## config.mk

```make
export PLATFORM = sky130hd
export DESIGN_NAME = regblock_reader_flat
export DESIGN_NICKNAME = d
export VERILOG_FILES = /design/src/rtl/regblock_reader_if.sv /design/src/rtl/regblock_reader.sv /design/src/flat_wrapper.sv
export SDC_FILE = /design/constraint.sdc
export NUM_CORES = 1
export LEC_CHECK = 0
export ABC_AREA = 1
export BUFFER_PORTS_ARGS = -buffer_cell sky130_fd_sc_hd__buf_2
export CORE_AREA = 2 2 122 124
export DETAILED_ROUTE_END_ITERATION = 12
export DIE_AREA = 0 0 124 126
export PLACE_DENSITY = 0.75
export SYNTH_ARGS = -nofsm -noshare
export SYNTH_HDL_FRONTEND = slang
export SYNTH_SLANG_ARGS = --single-unit
```

## constraint.sdc

```tcl
create_clock -name clk -period 4.3 [get_ports clk]
set_input_delay 0.645 -clock clk [delete_from_list [all_inputs] [get_ports clk]]
set_output_delay 0.645 -clock clk [all_outputs]
set_load 0.02 [all_outputs]
```

## src/rtl/regblock_reader_if.sv

```systemverilog
// regblock_reader_if
//  Request/response channel pair between a host (master) and the register-bank
//  read port (slave).
//
//  Handshake semantics (both channels): a transfer happens on a rising clock
//  edge where valid and ready are both 1. Once valid is raised the sender keeps
//  valid and its payload stable until that transfer happens. Ready may be
//  asserted independently of valid.
//
//  Signals
//   req_valid / req_ready / req_addr : read request channel (host -> block)
//   rsp_valid / rsp_ready            : response channel (block -> host)
//   rsp_data / rsp_err               : response payload
interface regblock_reader_if #(
  parameter int AW = 3
);
  logic          req_valid;
  logic          req_ready;
  logic [AW-1:0] req_addr;
  logic          rsp_valid;
  logic          rsp_ready;
  logic [31:0]   rsp_data;
  logic          rsp_err;

  modport master (
    output req_valid, req_addr, rsp_ready,
    input  req_ready, rsp_valid, rsp_data, rsp_err
  );

  modport slave (
    input  req_valid, req_addr, rsp_ready,
    output req_ready, rsp_valid, rsp_data, rsp_err
  );
endinterface

```

## src/rtl/regblock_reader.sv

```systemverilog
// regblock_reader
//  Read-side port for a bank of 32-bit registers. A request samples the
//  addressed register's q value on the accepting edge and queues it in a
//  two-entry response FIFO, so host backpressure never loses a snapshot.
//
//  Ports
//   clk       clock, all logic on posedge
//   rst       synchronous reset, active-low
//   regs_q    register bank q values, reg i at [32*i+31:32*i]
//   bus       request/response channels (slave side)
//   rd_count  accepted reads, saturating at 16'hFFFF
module regblock_reader #(
  parameter int NREGS = 8,
  parameter int AW    = 3
) (
  input  logic                 clk,
  input  logic                 rst,
  input  logic [NREGS*32-1:0]  regs_q,
  regblock_reader_if.slave     bus,
  output logic [15:0]          rd_count
);

  // One extra bit so NREGS == 2**AW is representable for the range check.
  localparam logic [AW:0] NREGS_W = NREGS[AW:0];

  logic [1:0]  count;
  logic        wptr;
  logic        rptr;
  logic [31:0] mem_data [2];
  logic        mem_err  [2];

  logic        req_ready;
  logic        rsp_valid;
  logic        push;
  logic        pop;
  logic [AW:0] addr_ext;
  logic        sel_err;
  logic [31:0] sel_data;

  // req_ready comes only from the registered count, so there is no
  // combinational path from rsp_ready or req_valid into it.
  assign req_ready = (count != 2'd2);
  assign rsp_valid = (count != 2'd0);
  assign push      = bus.req_valid & req_ready;
  assign pop       = rsp_valid & bus.rsp_ready;

  assign bus.req_ready = req_ready;
  assign bus.rsp_valid = rsp_valid;
  assign bus.rsp_data  = mem_data[rptr];
  assign bus.rsp_err   = mem_err[rptr];

  assign addr_ext = {1'b0, bus.req_addr};
  assign sel_err  = (addr_ext >= NREGS_W);

  // Register select; out-of-range addresses fall through to zero data.
  always_comb begin
    sel_data = '0;
    for (int i = 0; i < NREGS; i++) begin
      if (addr_ext == i[AW:0]) sel_data = regs_q[32*i +: 32];
    end
  end

  always_ff @(posedge clk) begin
    if (!rst) begin
      count       <= 2'd0;
      wptr        <= 1'b0;
      rptr        <= 1'b0;
      mem_data[0] <= '0;
      mem_data[1] <= '0;
      mem_err[0]  <= 1'b0;
      mem_err[1]  <= 1'b0;
      rd_count    <= '0;
    end else begin
      if (push) begin
        mem_data[wptr] <= sel_data;
        mem_err[wptr]  <= sel_err;
        wptr           <= ~wptr;
        if (rd_count != 16'hFFFF) rd_count <= rd_count + 16'd1;
      end
      if (pop) rptr <= ~rptr;
      case ({push, pop})
        2'b10:   count <= count + 2'd1;
        2'b01:   count <= count - 2'd1;
        default: count <= count;
      endcase
    end
  end

endmodule
```

## src/flat_wrapper.sv

```systemverilog
// flat-port wrapper written by rule: the top's interface ports become plain ports
module regblock_reader_flat 
#(
  parameter int NREGS = 8,
  parameter int AW    = 3
)
  (clk, rst, regs_q, rd_count, bus_req_valid, bus_req_addr, bus_rsp_ready, bus_req_ready, bus_rsp_valid, bus_rsp_data, bus_rsp_err);
  regblock_reader_if #(.AW(AW)) bus_i ();
  input  logic clk;
  input  logic rst;
  input  logic [NREGS*32-1:0] regs_q;
  output logic [15:0] rd_count;
  input wire logic [$bits(bus_i.req_valid)-1:0] bus_req_valid;
  input wire logic [$bits(bus_i.req_addr)-1:0] bus_req_addr;
  input wire logic [$bits(bus_i.rsp_ready)-1:0] bus_rsp_ready;
  output wire logic [$bits(bus_i.req_ready)-1:0] bus_req_ready;
  output wire logic [$bits(bus_i.rsp_valid)-1:0] bus_rsp_valid;
  output wire logic [$bits(bus_i.rsp_data)-1:0] bus_rsp_data;
  output wire logic [$bits(bus_i.rsp_err)-1:0] bus_rsp_err;
  assign bus_i.req_valid = bus_req_valid;
  assign bus_i.req_addr = bus_req_addr;
  assign bus_i.rsp_ready = bus_rsp_ready;
  assign bus_req_ready = bus_i.req_ready;
  assign bus_rsp_valid = bus_i.rsp_valid;
  assign bus_rsp_data = bus_i.rsp_data;
  assign bus_rsp_err = bus_i.rsp_err;
  regblock_reader #(.NREGS(NREGS), .AW(AW)) u_core (.clk(clk), .rst(rst), .regs_q(regs_q), .bus(bus_i), .rd_count(rd_count));
endmodule
```

==> run metrics <==
TritonCTS Buffers=9; die area=15600 um^2; CP max stage delay=740 ps; die width=124 um; row count=44; wire length per cell=16.3 um; dominant cell type by area after synthesis=edfxtp_1; Initial DRT Pass Iterations=5; Seq cells post-synth=87; power per cell area=316 nW/um^2; Ys Warns=0; fin crit period=2940 ps; clock-pin slew on the worst setup and hold paths=70 ps; vias=7035; register area share after synthesis=38.4%; CTS Hold Bufs=0; Die H=126 um; Setup CP Type=in -> reg; Mean Syn Cell Area=7.15 um^2; max cap viols=0; leakage=0.00396 uW; CP delay by family, top=buffers and inverters; Slew @ Worst Pin=1190 ps; DRC Markers=0; CTS tree=done; Final ANT Viol Nets=0; Pwr Total=2560 uW; Commonest cells post-synth=nand2_1 (203), nor2_1 (149), nand4_1 (98); drt via density=5.27; Tightest Hold Check Type=reg -> reg; Post-Syn Nets=1131; r2r setup slk=2100 ps; Most used DFF post-synth=edfxtp_1; routability cong.=1.01; largest net degree at the start of global routing=58; CP bufs+invs=3; CTS root buffer=clkbuf_16; post-synthesis cell type count=28; outcome=finished, final reports clean; crit-path cells=buf_2 -> inv_2 -> nand3_4 -> inv_1 -> nand2_1 -> nand4_1 -> nor2_1 -> nor2_1; total gr overflow=0; drt first-iter violations=582; first-pass GRT wire length=32.8 mm; Total Routed Length=21.8 mm; max-slew violations=0; Clk Latency, worst-skew pair=340 ps; post-synth top area share=31.0%; VDD IR max=0.000171 V; worst-path fanout max=53; synthesized instance count=866; total setup buffers inserted after CTS=0; CTS sink cnt=87; unrepaired setup endpoints after global routing=no; crit start category=input port; crit path capture type=register; Final setup viols=0; Hold Violations, Final=0; Synth-to-Final Area Change=30.8%; ranking of synthesized cells by area=edfxtp_1 (31%), nand2_1 (12%), nand4_1 (9.9%); # resized after CTS=0; clock buffer depth=2; Final #Nets=1410; Finished Layout Cells=1335; clk_skew=6.29 ps; worst path arrival time=3030 ps; H-tree depth=3; TNS Setup=0 ps; number of global-route vias before repair=6381; WP data required=4390 ps; period utilization=68.4%; DP Cell Count=1318; layout cells sized above 1=34.6%; Post-synth EDFFs=64; most frequent cell after synthesis=nand2_1; max frequency=0.340 GHz; GRT Resource Usage Total=27.4%; Starting Density=43.3%; I/O Buffers=313; Cell Area, Synth=6200 um^2; antenna violations before repair=1; IO Count=314; CP dominant cell by count=nor2_1; Max stage delay cell, worst path=buf_2; Rel. slew slack=20.5%; placed wire-length estimate=16.8 mm; core area=14300 um^2; asr flop ratio synth=0%
## where the power goes
group | switching (uW) | internal, uW | total (uW)
registers | 24.1 | 984 | 1010
logic | 467 | 285 | 752
clock network | 336 | 464 | 800
## layout by cell type (no fill, tap or decap), types with 4 or more instances in the layout
cell and n:
buf_4 11, nand3_1 57, a21oi_1 54, xor2_1 4
mux2_2 32, xnor2_1 7, dfxtp_1 23, inv_1 79
or2_2 14, clkbuf_16 11, nand2_1 203, nor2_1 148
nand4_1 98, o21ai_0 9, buf_2 313, inv_2 4
edfxtp_1 64
## cell type report
cell class | instances | area [um^2]
Multi-Input combinational cell | 639 | 3210
Antenna cell | 1 | 2.50
Tap cell | 184 | 230
Clock inverter | 5 | 35.0
Clock buffer | 11 | 275
Timing Repair Buffer | 324 | 1650
Fill cell | 1419 | 6210
Inverter | 84 | 315
Sequential cell | 87 | 2380
## final timing paths
check	endpoint	depth (start not counted)	startpoint
max	u_core.mem_data[1][13]	8	bus_req_addr[0]
max reg2reg	u_core.mem_data[0][20]	7	u_core.count[0]
min	u_core.mem_err[0]	2	u_core.mem_err[0]
min reg2reg	u_core.mem_err[0]	2	u_core.mem_err[0]
## logic make-up (layout without fill, tap and decap cells)
kind of cell	Yosys count	in the layout	synth area share, %
AND/OR/NAND/NOR	531	531	39.0
buffers and inverters	140	424	9.73
flip-flops	87	87	38.4
AO/OA/AOI/OAI	63	63	5.09
multiplexers	32	32	5.82
XOR/XNOR	11	11	1.55
adder cells (fa/ha/maj)	2	2	0.404
other	0	1	0
## sequential cells by signal (all words and copies together) (netlist names), named ones only
register,flops
u_core.rd_count,16
u_core.mem_err,2
u_core.wptr,1
u_core.count,2
u_core.mem_data,64
u_core.rptr,1
## per-stage QoR
stage / setup WS, ps / hold slack, ps / util [%] / cell area, um^2
2_1_floorplan: 1950 / 410 / - / 6200
3_3_place_gp: 1090 / 419 / 54.4 / 7790
3_5_place_dp: 1050 / 425 / 54.4 / 7790
4_1_cts: 1420 / 435 / 56.6 / 8100
5_1_grt: 1140 / 454 / 56.6 / 8100
6_report: 1360 / 431 / 56.6 / 8100
## layer usage
layer | part of all wire [%] | up-vias | global-route usage [%] | routed length [um]
li1 | - | 3459 | - | -
met5 | 0 | - | 0 | 0
met4 | 3.5 | 0 | 10.0 | 763
met1 | 41 | 3161 | 36.6 | 8960
met2 | 47 | 357 | 44.1 | 10300
met3 | 7.9 | 58 | 4.98 | 1720
## worst min-delay path, cell delays in order, from the launching register on
cell and delay [ps]:
dfxtp_1 300, inv_1 50, nor2_1 40
No activity file was read; power rests on OpenSTA's default activity.
